## src/rtl/sync_fifo.sv

```systemverilog
// Synchronous FIFO with combinational head data. Push while full is accepted
// only when a pop happens in the same cycle; pop while empty is ignored.
module sync_fifo #(
  parameter int WIDTH = 16,
  parameter int DEPTH = 8
) (
  input  logic                   clk,
  input  logic                   rst,
  input  logic                   push,
  input  logic                   pop,
  input  logic [WIDTH-1:0]       wdata,
  output logic [WIDTH-1:0]       rdata,
  output logic                   full,
  output logic                   empty,
  output logic [$clog2(DEPTH):0] count
);

  localparam int AW = $clog2(DEPTH);
  localparam int CW = AW + 1;

  logic [WIDTH-1:0] mem [DEPTH];
  logic [AW-1:0]    wr_ptr;
  logic [AW-1:0]    rd_ptr;
  logic             do_push;
  logic             do_pop;

  assign full    = (count == CW'(DEPTH));
  assign empty   = (count == '0);
  assign do_pop  = pop && !empty;
  assign do_push = push && (!full || do_pop);
  assign rdata   = mem[rd_ptr];

  // Storage array; contents need no reset because count gates visibility.
  always_ff @(posedge clk) begin
    if (do_push) begin
      mem[wr_ptr] <= wdata;
    end
  end

  // Pointers wrap naturally (power-of-two depth); count resolves full/empty.
  always_ff @(posedge clk) begin
    if (rst) begin
      wr_ptr <= '0;
      rd_ptr <= '0;
      count  <= '0;
    end else begin
      if (do_push) wr_ptr <= wr_ptr + AW'(1);
      if (do_pop)  rd_ptr <= rd_ptr + AW'(1);
      case ({do_push, do_pop})
        2'b10:   count <= count + CW'(1);
        2'b01:   count <= count - CW'(1);
        default: count <= count;
      endcase
    end
  end

endmodule

```

## config.mk

```make
export PLATFORM = sky130hd
export DESIGN_NAME = sync_fifo
export DESIGN_NICKNAME = d
export VERILOG_FILES = /design/src/rtl/sync_fifo.sv
export SDC_FILE = /design/constraint.sdc
export NUM_CORES = 1
export LEC_CHECK = 0
export ABC_AREA = 1
export CELL_PAD_IN_SITES_DETAIL_PLACEMENT = 1
export CELL_PAD_IN_SITES_GLOBAL_PLACEMENT = 2
export CORE_ASPECT_RATIO = 0.9
export CORE_UTILIZATION = 40
export DETAILED_ROUTE_END_ITERATION = 10
export DONT_BUFFER_PORTS = 1
export GPL_ROUTABILITY_DRIVEN = 0
export MAX_ROUTING_LAYER = met4
export PLACE_DENSITY_LB_ADDON = 0.1
export SLEW_MARGIN = 10
export SYNTH_ARGS = -nofsm -noshare
export SYNTH_HDL_FRONTEND = slang
export SYNTH_SLANG_ARGS = --single-unit
```

## constraint.sdc

```tcl
create_clock -name clk -period 1.75 [get_ports clk]
set_input_delay 0.175 -clock clk [delete_from_list [all_inputs] [get_ports clk]]
set_output_delay 0.175 -clock clk [all_outputs]
set_load 0.1 [all_outputs]
```

==> results_dict.tcl, run 1 <==
set metrics [dict create \
    slew_viol_final 0 \
    cp_data_arrival_time_ns 1.70 \
    synth-seq-cells 141 \
    cap_viol_max_count 0 \
    clockPowerShare_pct 26.3 \
    synth_area_leaders "edfxtp_1, mux2i_1, dfxtp_1" \
    viasPerCell 5.080 \
    num_vias 3495 \
    dp_cells 631 \
    synth_cell_type_count 26 \
    crit_buf_inv 3 \
    post-route-min-period_ns 1.875 \
    antenna_found_initial 0 \
    antennaDiodeCount 0 \
    cts.sinks 141 \
    synthCells 422 \
    synth_area_mm2 0.005668 \
    drtIter0Drc 200 \
    peakVddDrop_uv 912.1 \
    synth_fp_nets 447 \
    initial_core_util_pct 41.79 \
    min_path_type "primary input to register" \
    max_freq_mhz 533.4 \
    area_growth_pct 31.48 \
    cp-end-kind "primary output" \
    max-slew-margin-rel_pct 77.16 \
    die_area_mm2 0.01465 \
    fin_nets 512 \
    avgSynthCellArea_um2 13.43 \
    fin_crit_sh_pct 107.1 \
    tritoncts "yes" \
    cts-root-buf "clkbuf_16" \
    ys_warn_count 0 \
    finalHoldViolCount 0 \
    grt_pass1_wl_um 19920 \
    final_cells 688 \
    synth_top_area_share_pct 67.81 \
    yosysTopAreaCell "edfxtp_1" \
    worstMarginPinSlew_ns 0.3423 \
    p_leak_nw 2.610 \
    clk_latency_ns 0.41 \
    status "finished, violations left" \
    cp_cell_sequence "inv_2, buf_6, nor2_1, o22ai_1, nand2_1, nand2_2, buf_12" \
    fp.dieH_um 114.9 \
    crit_path_top_delay_cell "dfxtp_4" \
    p_seq_share_pct 30.3 \
    cts_buffer_depth 2 \
    switchingPower_mw 5.262 \
    cts-htree-levels 4 \
    synth_top_flop_cell "edfxtp_1" \
    p_comb_share_pct 43.4 \
    core_area_mm2 0.01356 \
    yosys-top-cells-count "edfxtp_1, nand2_1, nor2_1, mux2i_1, o22ai_1" \
    seq_area_frac_synth_pct 72.41 \
    rsz0062_at_grt "true" \
    cts-buffers-inserted 17 \
    grt_usage_pct 19.37 \
    yosysMostFrequentCell "edfxtp_1" \
    wire_per_inst_um 18.40 \
    async_flop_share_pct 0 \
    fin_skew_ns 0.005945 \
    critPathKind "register to primary output" \
    p_sw_share_pct 39.35 \
    slowest_delay_ns 0.37 \
    place_ws_ns -0.04938 \
    grt_max_degree 37 \
    crit_path_max_fanout 13 \
    hpwl_um 7362 \
    power.density_mw_per_mm2 1794 \
    first_global_vias 3672 \
    clk_pin_slew_ns 0.06 \
    required_ns 1.57 \
    crit_family "buffers and inverters" \
    synth-edff-count 128 \
    grt.overflow.total 0 \
    setup_viol 16 \
    finalWorstSetupSlack_ns -0.1248 \
    drt_first_pass_iters 4 \
    drive_gt1_share_pct 25.05 \
    port_buffers 0 \
    violations "negative setup slack" \
    ant_nets 0 \
    row_count 40 \
    drt_wl_total_um 12660 \
    io_pins 42 \
    start_kind "register" \
    die_width_um 127.5 \
    route.detailed.drc 0 \
    p_int_mw 8.111 \
]
per-layer routing:
layer  up-vias  track usage (%)  part of all wire [%]
li1       1668                -                     -
met1      1759            24.51                    47
met2        60            30.67                    48
met3         8            4.188                   4.0
met4         0            7.381                   1.1
met5         -                -                     0
through the flow:
stage / TNS (ns) / cell area, um^2 / util, % / power (mW) / hold WS [ns]
global placement: 0 / 6466 / 47.68 / 9.503 / 0.2318
floorplan: 0 / 5757 / - / 7.848 / 0.2283
finish: -1.142 / 7452 / 54.94 / 13.37 / 0.05689
CTS: -1.662 / 7301 / 53.83 / 13.30 / 0.04075
detailed placement: -0.09283 / 6466 / 47.68 / 9.560 / 0.2299
global route: -2.795 / 7452 / 54.94 / 13.90 / 0.08309
path summary, 6_finish.rpt:
path                               start                     end  slack [ns]  depth (start not counted)
setup / recovery                register                rdata[1]       -0.12                          7
hold / removal                       rst   count[1]$_SDFFE_PP0P_        0.06                          3
setup reg to reg   count[0]$_SDFFE_PP0P_   count[3]$_SDFFE_PP0P_        0.08                         11
hold reg to reg   rd_ptr[2]$_SDFFE_PP0N_  rd_ptr[2]$_SDFFE_PP0N_        0.47                          2
registers in the layout, indices dropped and copies added (netlist names), named ones only:
| name | flops |
|---|---|
| mem | 128 |
| rd_ptr | 3 |
| count | 4 |
| wr_ptr | 3 |
power by group through the flow:
stage	registers, mW	logic, mW	clock network, mW
detailed placement	4.10	5.46	0
global route	4.07	6.13	3.70
finish	4.05	5.81	3.51
CTS	4.05	5.68	3.58
floorplan	4.37	3.48	0
global placement	4.09	5.41	0
kinds of logic after synthesis:
group           Yosys count  share of synthesized area (%)
flops                   141                          72.41
simple gates            127                          9.117
compound gates           77                          7.572
buf+inv                  38                          3.709
mux                      32                          5.651
fa+ha+maj                 5                          1.236
xor+xnor                  2                         0.3091
final cells by class:
class / instances / area, um^2
Tap cell: 189 / 236.5
Sequential cell: 141 / 4124
Clock buffer: 17 / 425.4
Inverter: 18 / 67.56
Fill cell: 1332 / 6111
Timing Repair Buffer: 66 / 928.4
Multi-Input combinational cell: 243 / 1518
Clock inverter: 14 / 152.6
cells in the final DEF (no fill, tap or decap), types with 4 or more instances in the layout:
cell type / n
o21ai_1: 18
inv_1: 16
buf_4: 15
nand3_2: 4
nor2_1: 38
nand2_1: 49
dfxtp_1: 7
dlygate4sd3_1: 17
buf_6: 4
mux2i_1: 31
buf_12: 30
dfxtp_4: 5
nand3_1: 5
clkinv_2: 4
edfxtp_1: 128
o21ai_0: 17
clkbuf_16: 17
o22ai_1: 32
nor2_4: 10
nand2_2: 19
a21oi_1: 7
worst min-delay path, cell delays in order:
cell and delay [ns]:
inv_1 0.12, nand2_1 0.11, a21oi_1 0.03
repair_timing:
action	CTS	global route
pin swaps	2	8
endpoints found under the hold margin	131	0
setup buffers	2	7
hold buffers	17	0
setup endpoints to repair	34	67
resized for setup	24	19
(Power assumes the default switching activity.)
==> run 2: changes to the inputs <==
--- a/config.mk
+++ b/config.mk
@@ -9,9 +9,9 @@
 export CELL_PAD_IN_SITES_DETAIL_PLACEMENT = 1
 export CELL_PAD_IN_SITES_GLOBAL_PLACEMENT = 2
 export CORE_ASPECT_RATIO = 0.9
-export CORE_UTILIZATION = 40
+export CORE_MARGIN = 2
+export CORE_UTILIZATION = 37
 export DETAILED_ROUTE_END_ITERATION = 10
-export DONT_BUFFER_PORTS = 1
 export GPL_ROUTABILITY_DRIVEN = 0
 export MAX_ROUTING_LAYER = met4
 export PLACE_DENSITY_LB_ADDON = 0.1
==> run 2 against run 1 <==
Effect of this change:
- the run still ends with negative setup slack left
- power increased by 0.37%
- hold slack improved by 0.37 ns
- global-route usage shrank 0.37 points
- sequential cell count is the same
- register-to-register slack improved by 0.05 ns
- non-clock buffer count is 20 higher
- clock power shrank 9.7%
- sequential power about the same
- largest power group unchanged
==> results_dict.tcl, run 2 (same netlist as run 1, synthesis figures left out) <==
set metrics [dict create \
    grt_usage_pct 19.00 \
    place_ws_ns -0.1842 \
    p_int_mw 8.061 \
    num_vias 3629 \
    p_comb_share_pct 46.0 \
    die_area_mm2 0.01633 \
    peakVddDrop_uv 1158 \
    io_pins 42 \
    core_area_mm2 0.01482 \
    port_buffers 41 \
    clk_pin_slew_ns 0.05 \
    die_width_um 134.5 \
    rsz0062_at_grt "true" \
    cts.sinks 141 \
    dp_cells 676 \
    cts-buffers-inserted 17 \
    hpwl_um 8821 \
    slew_viol_final 0 \
    row_count 42 \
    p_sw_share_pct 39.94 \
    rrSetupSlack_ns 0.13 \
    crit_path_top_delay_cell "dfxtp_4" \
    cts-htree-levels 4 \
    critPathKind "register to primary output" \
    post-route-min-period_ns 1.943 \
    drt_first_pass_iters 4 \
    slowest_delay_ns 0.39 \
    min_path_type "primary input to register" \
    final_cells 717 \
    first_global_vias 3741 \
    reg2reg_from "count[0]$_SDFFE_PP0P_" \
    largest_reg_flops 128 \
    r2r_cells 10 \
    initial_core_util_pct 38.25 \
    registers.top_by_ff_count "mem" \
    drt_wl_total_um 14310 \
    drive_gt1_share_pct 25.82 \
    fin_crit_sh_pct 111.0 \
    drtIter0Drc 225 \
    viasPerCell 5.061 \
    grt_pass1_wl_um 21800 \
    grt.overflow.total 0 \
    cts-root-buf "clkbuf_16" \
    finalHoldWorstSlack_ns 0.4235 \
    setup_viol 16 \
    cts_buffer_depth 2 \
    max_freq_mhz 514.8 \
    antennaDiodeCount 0 \
    path_common_cell "buf_12" \
    layout_commonest_cell "edfxtp_1" \
    cp_data_arrival_time_ns 1.77 \
    worstMarginPinSlew_ns 0.3765 \
    max-slew-margin-rel_pct 74.82 \
    power.density_mw_per_mm2 1759 \
    clockPowerShare_pct 23.6 \
    cp-end-kind "primary output" \
    cts_hold_buf 0 \
    finalWorstSetupSlack_ns -0.1925 \
    cp_cell_sequence "buf_4, buf_12, mux2i_4, o22ai_2, nand2_1, nand2_2, buf_12" \
    tritoncts "yes" \
    grt_max_degree 37 \
    required_ns 1.57 \
    stdcell_area_mm2 0.007631 \
    cap_viol_max_count 0 \
    start_kind "register" \
    area_growth_pct 34.64 \
    endpoint "rdata[15]" \
    switchingPower_mw 5.360 \
    placed_area_mm2 0.006858 \
    p_leak_nw 2.704 \
    fin_nets 532 \
    fin_skew_ns 0.005123 \
    violations "negative setup slack" \
    fill_cells 1479 \
    reg_top3 "mem: 128 flops, count: 4 flops" \
    ant_nets 0 \
    fp.dieH_um 121.4 \
    finalHoldViolCount 0 \
    status "finished, violations left" \
    crit_path_max_fanout 14 \
    r2r-end "count[3]$_SDFFE_PP0P_" \
    wire_per_inst_um 19.95 \
    p_seq_share_pct 30.4 \
    final_cell_mix "edfxtp_1, nand2_1, nor2_1" \
    clk_latency_ns 0.41 \
    antenna_found_initial 0 \
    route.detailed.drc 0 \
]
[run 2: cell count changes in the layout (fill, tap and decap cells not counted), moves of 5 or more]
cell | previous run | this run
buf_4 | 15 | 30
clkdlybuf4s50_1 | 0 | 19
clkinv_1 | 3 | 8
dlygate4sd3_1 | 17 | 0
o21ai_0 | 17 | 23
o21ai_1 | 18 | 9
[run 2: timing repair]
item,CTS,global route
gates resized for setup,20,12
hold endpoints to repair,0,0
cloned,2,3
endpoints found under the setup margin,16,23
pin swaps,3,6
buffers inserted,1,4
[run 2: per-stage QoR]
step                TNS [ns]  utilization, %  power, mW
floorplan                  0               -      7.848
global placement      -11.01           46.28      9.754
detailed placement    -17.23           46.28      9.827
CTS                   -2.357           50.58      13.28
global route          -4.200           51.49      13.99
finish                -2.548           51.49      13.42
[run 2: cell type report]
type	count	area [um^2]	area share [%]
timing repair buffer	86	1171	15.35
inverter	18	67.56	0.8854
clock inverter	12	80.08	1.049
sequential	141	4124	54.04
tap	198	247.7	3.246
clock buffer	19	432.9	5.673
multi-input combinational	243	1508	19.76
[run 2: worst max-delay path: cells and delay by family, from the launching register on]
family / cells / cell delay, ns
AO/OA/AOI/OAI: 1 / 0.08
buffers and inverters: 3 / 0.45
flip-flops: 1 / 0.39
multiplexers: 1 / 0.25
AND/OR/NAND/NOR: 2 / 0.16
[run 2: metal layers]
metal  routed length [um]  vias up  global-route usage (%)
met5                    0        -                       -
met4                  140        0                   5.855
met3                  329        8                   4.261
met2                 7076       41                   29.85
met1                 6759     1870                   24.83
li1                     -     1710                       -
[run 2: power by group through the flow]
stage / sequential [mW] / clock, mW / combinational (mW)
floorplan: 4.37 / 0 / 3.48
global placement: 4.13 / 0 / 5.63
detailed placement: 4.14 / 0 / 5.69
CTS: 4.08 / 3.25 / 5.95
global route: 4.11 / 3.38 / 6.50
finish: 4.08 / 3.17 / 6.17
[run 2: how the worst min path moves through the flow]
stage | from | end | slack (ns) | cells after the start
global placement | rd_ptr[2]$_SDFFE_PP0N_ | rd_ptr[2]$_SDFFE_PP0N_ | 0.45 | 2
floorplan | rst | count[0]$_SDFFE_PP0P_ | 0.23 | 1
detailed placement | rd_ptr[2]$_SDFFE_PP0N_ | register | 0.46 | 2
finish | rst | count[0]$_SDFFE_PP0P_ | 0.42 | 2
global route | rst | count[0]$_SDFFE_PP0P_ | 0.43 | 2
CTS | rst | count[0]$_SDFFE_PP0P_ | 0.40 | 2
==> run 3: changes to the inputs <==
--- a/config.mk
+++ b/config.mk
@@ -14,7 +14,7 @@
 export DETAILED_ROUTE_END_ITERATION = 10
 export GPL_ROUTABILITY_DRIVEN = 0
 export MAX_ROUTING_LAYER = met4
-export PLACE_DENSITY_LB_ADDON = 0.1
+export PLACE_DENSITY_LB_ADDON = 0.15
 export SLEW_MARGIN = 10
 export SYNTH_ARGS = -nofsm -noshare
 export SYNTH_HDL_FRONTEND = slang
==> run 3 against run 2 <==
Effect of this change:
- the run still ends with negative setup slack left
- register-to-register slack is essentially flat
- highest routed layer unchanged
- sequential power barely moved
- critical path depth unchanged
- clock power is 2% higher
- clock-buffer cell count is 2 lower
- first-iteration DRC count down 8.9%
- core utilization up 0.67 points
- die area unchanged
- wire length fell by 1.3%
- power rose by 1.5%
==> results_dict.tcl, run 3 (same netlist as run 1, synthesis figures left out) <==
set metrics [dict create \
    reg_top3 "mem: 128 flops, count: 4 flops" \
    grt.overflow.total 0 \
    clk_latency_ns 0.42 \
    grt_max_degree 41 \
    area_growth_pct 36.38 \
    row_count 42 \
    grt_pass1_wl_um 21800 \
    core_area_mm2 0.01482 \
    die_width_um 134.5 \
    layout_commonest_cell "edfxtp_1" \
    viasPerCell 5.055 \
    peakVddDrop_uv 1130 \
    required_ns 1.57 \
    drtIter0Drc 205 \
    p_leak_nw 2.711 \
    fin_crit_sh_pct 113.3 \
    dp_cells 674 \
    critPathKind "register to primary output" \
    power.density_mw_per_mm2 1763 \
    cp-end-kind "primary output" \
    start_kind "register" \
    cts_buffer_depth 2 \
    finalHoldViolCount 0 \
    slew_viol_final 0 \
    post-route-min-period_ns 1.982 \
    fin_nets 526 \
    drive_gt1_share_pct 28.65 \
    max-slew-margin-rel_pct 75.37 \
    io_pins 42 \
    setup_viol 16 \
    drt_wl_total_um 14130 \
    cap_viol_max_count 0 \
    largest_reg_flops 128 \
    cp_data_arrival_time_ns 1.81 \
    clk_pin_slew_ns 0.05 \
    max_freq_mhz 504.6 \
    power_mw 13.62 \
    crit_path_max_fanout 6 \
    num_vias 3594 \
    finalWorstSetupSlack_ns -0.2319 \
    final_cells 711 \
    final_util_pct 52.16 \
    route.detailed.drc 0 \
    drt_first_pass_iters 4 \
    antenna_found_initial 0 \
    first_global_vias 3819 \
    worstMarginPinSlew_ns 0.3682 \
    cts-htree-levels 4 \
    min_path_type "primary input to register" \
    ant_nets 0 \
    hpwl_um 8813 \
    rsz0062_at_grt "true" \
    fp.dieH_um 121.4 \
    fin_skew_ns 0.008005 \
    violations "negative setup slack" \
    cts-root-buf "clkbuf_16" \
    status "finished, violations left" \
    die_area_mm2 0.01633 \
    registers.top_by_ff_count "mem" \
    antennaDiodeCount 0 \
    initial_core_util_pct 38.25 \
    grt_usage_pct 19.07 \
    final_cell_mix "edfxtp_1, nand2_1, nor2_1" \
    wire_per_inst_um 19.87 \
    tritoncts "yes" \
    cts-buffers-inserted 17 \
    port_buffers 41 \
    cts.sinks 141 \
]
run 3: cell count changes in the layout (fill, tap and decap cells not counted), moves of 4 or more:
cell,change
buf_4,-12
mux2i_1,-6
o21ai_1,+6
clkinv_1,-5
buf_12,+4
buf_6,+4
clkinv_2,+4
nand2_1,-4
o21ai_0,-4
o22ai_1,-4
o22ai_2,+4
run 3: per-stage QoR:
step / cell area [um^2] / TNS, ns / setup WS (ns) / hold slack [ns]
2_1_floorplan: 5757 / 0 / 0.009507 / 0.2283
3_3_place_gp: 6880 / -8.939 / -0.09500 / 0.4534
3_5_place_dp: 6880 / -10.29 / -0.1660 / 0.4677
4_1_cts: 7622 / -3.470 / -0.2484 / 0.3711
5_1_grt: 7730 / -4.579 / -0.3293 / 0.3921
6_report: 7730 / -3.000 / -0.2319 / 0.3888
run 3: power by group:
group | leakage (nW) | total (mW) | internal, mW | switching, mW
Clock | 0.253 | 3.23 | 1.91 | 1.32
Sequential | 1.27 | 4.10 | 3.92 | 0.182
Combinational | 1.19 | 6.30 | 2.32 | 3.97
run 3: final cells by class:
class,count,area (um^2)
Clock buffer,17,425.4
Timing Repair Buffer,80,1166
Inverter,18,67.56
Sequential cell,141,4124
Multi-Input combinational cell,243,1594
Clock inverter,14,105.1
Fill cell,1486,7089
Tap cell,198,247.7
run 3: critical path, stage by stage, from the launching register on:
cell and delay, ns:
dfxtp_4 0.39, buf_12 0.15, buf_16 0.14, mux2i_1 0.11, o22ai_1 0.17, nand2_1 0.14, nand2_2 0.11, buf_12 0.17
run 3: per-layer routing:
metal  up-vias  GRT usage [%]  share of wire [%]
met2        53          29.21                 49
met4         0          5.921                1.1
met5         -              -                  0
li1       1699              -                  -
met3        15          5.180                3.3
met1      1827          24.97                 47
run 3: repair_timing:
action | CTS | global route
gates resized for setup | 35 | 22
cloned | 3 | 1
setup endpoints to repair | 16 | 17
buffers inserted | 2 | 1
hold buffers | 0 | 0
endpoints found under the hold margin | 0 | 0
pin swaps | 11 | 12
run 3: final timing paths:
kind | start | to | slack [ns] | cells past startpoint
setup / recovery | register | rdata[14] | -0.23 | 7
hold / removal | rst | count[0]$_SDFFE_PP0P_ | 0.39 | 2
setup reg to reg | count[0]$_SDFFE_PP0P_ | count[3]$_SDFFE_PP0P_ | 0.13 | 11
hold reg to reg | rd_ptr[0]$_SDFFE_PP0N_ | rd_ptr[0]$_SDFFE_PP0N_ | 0.49 | 1
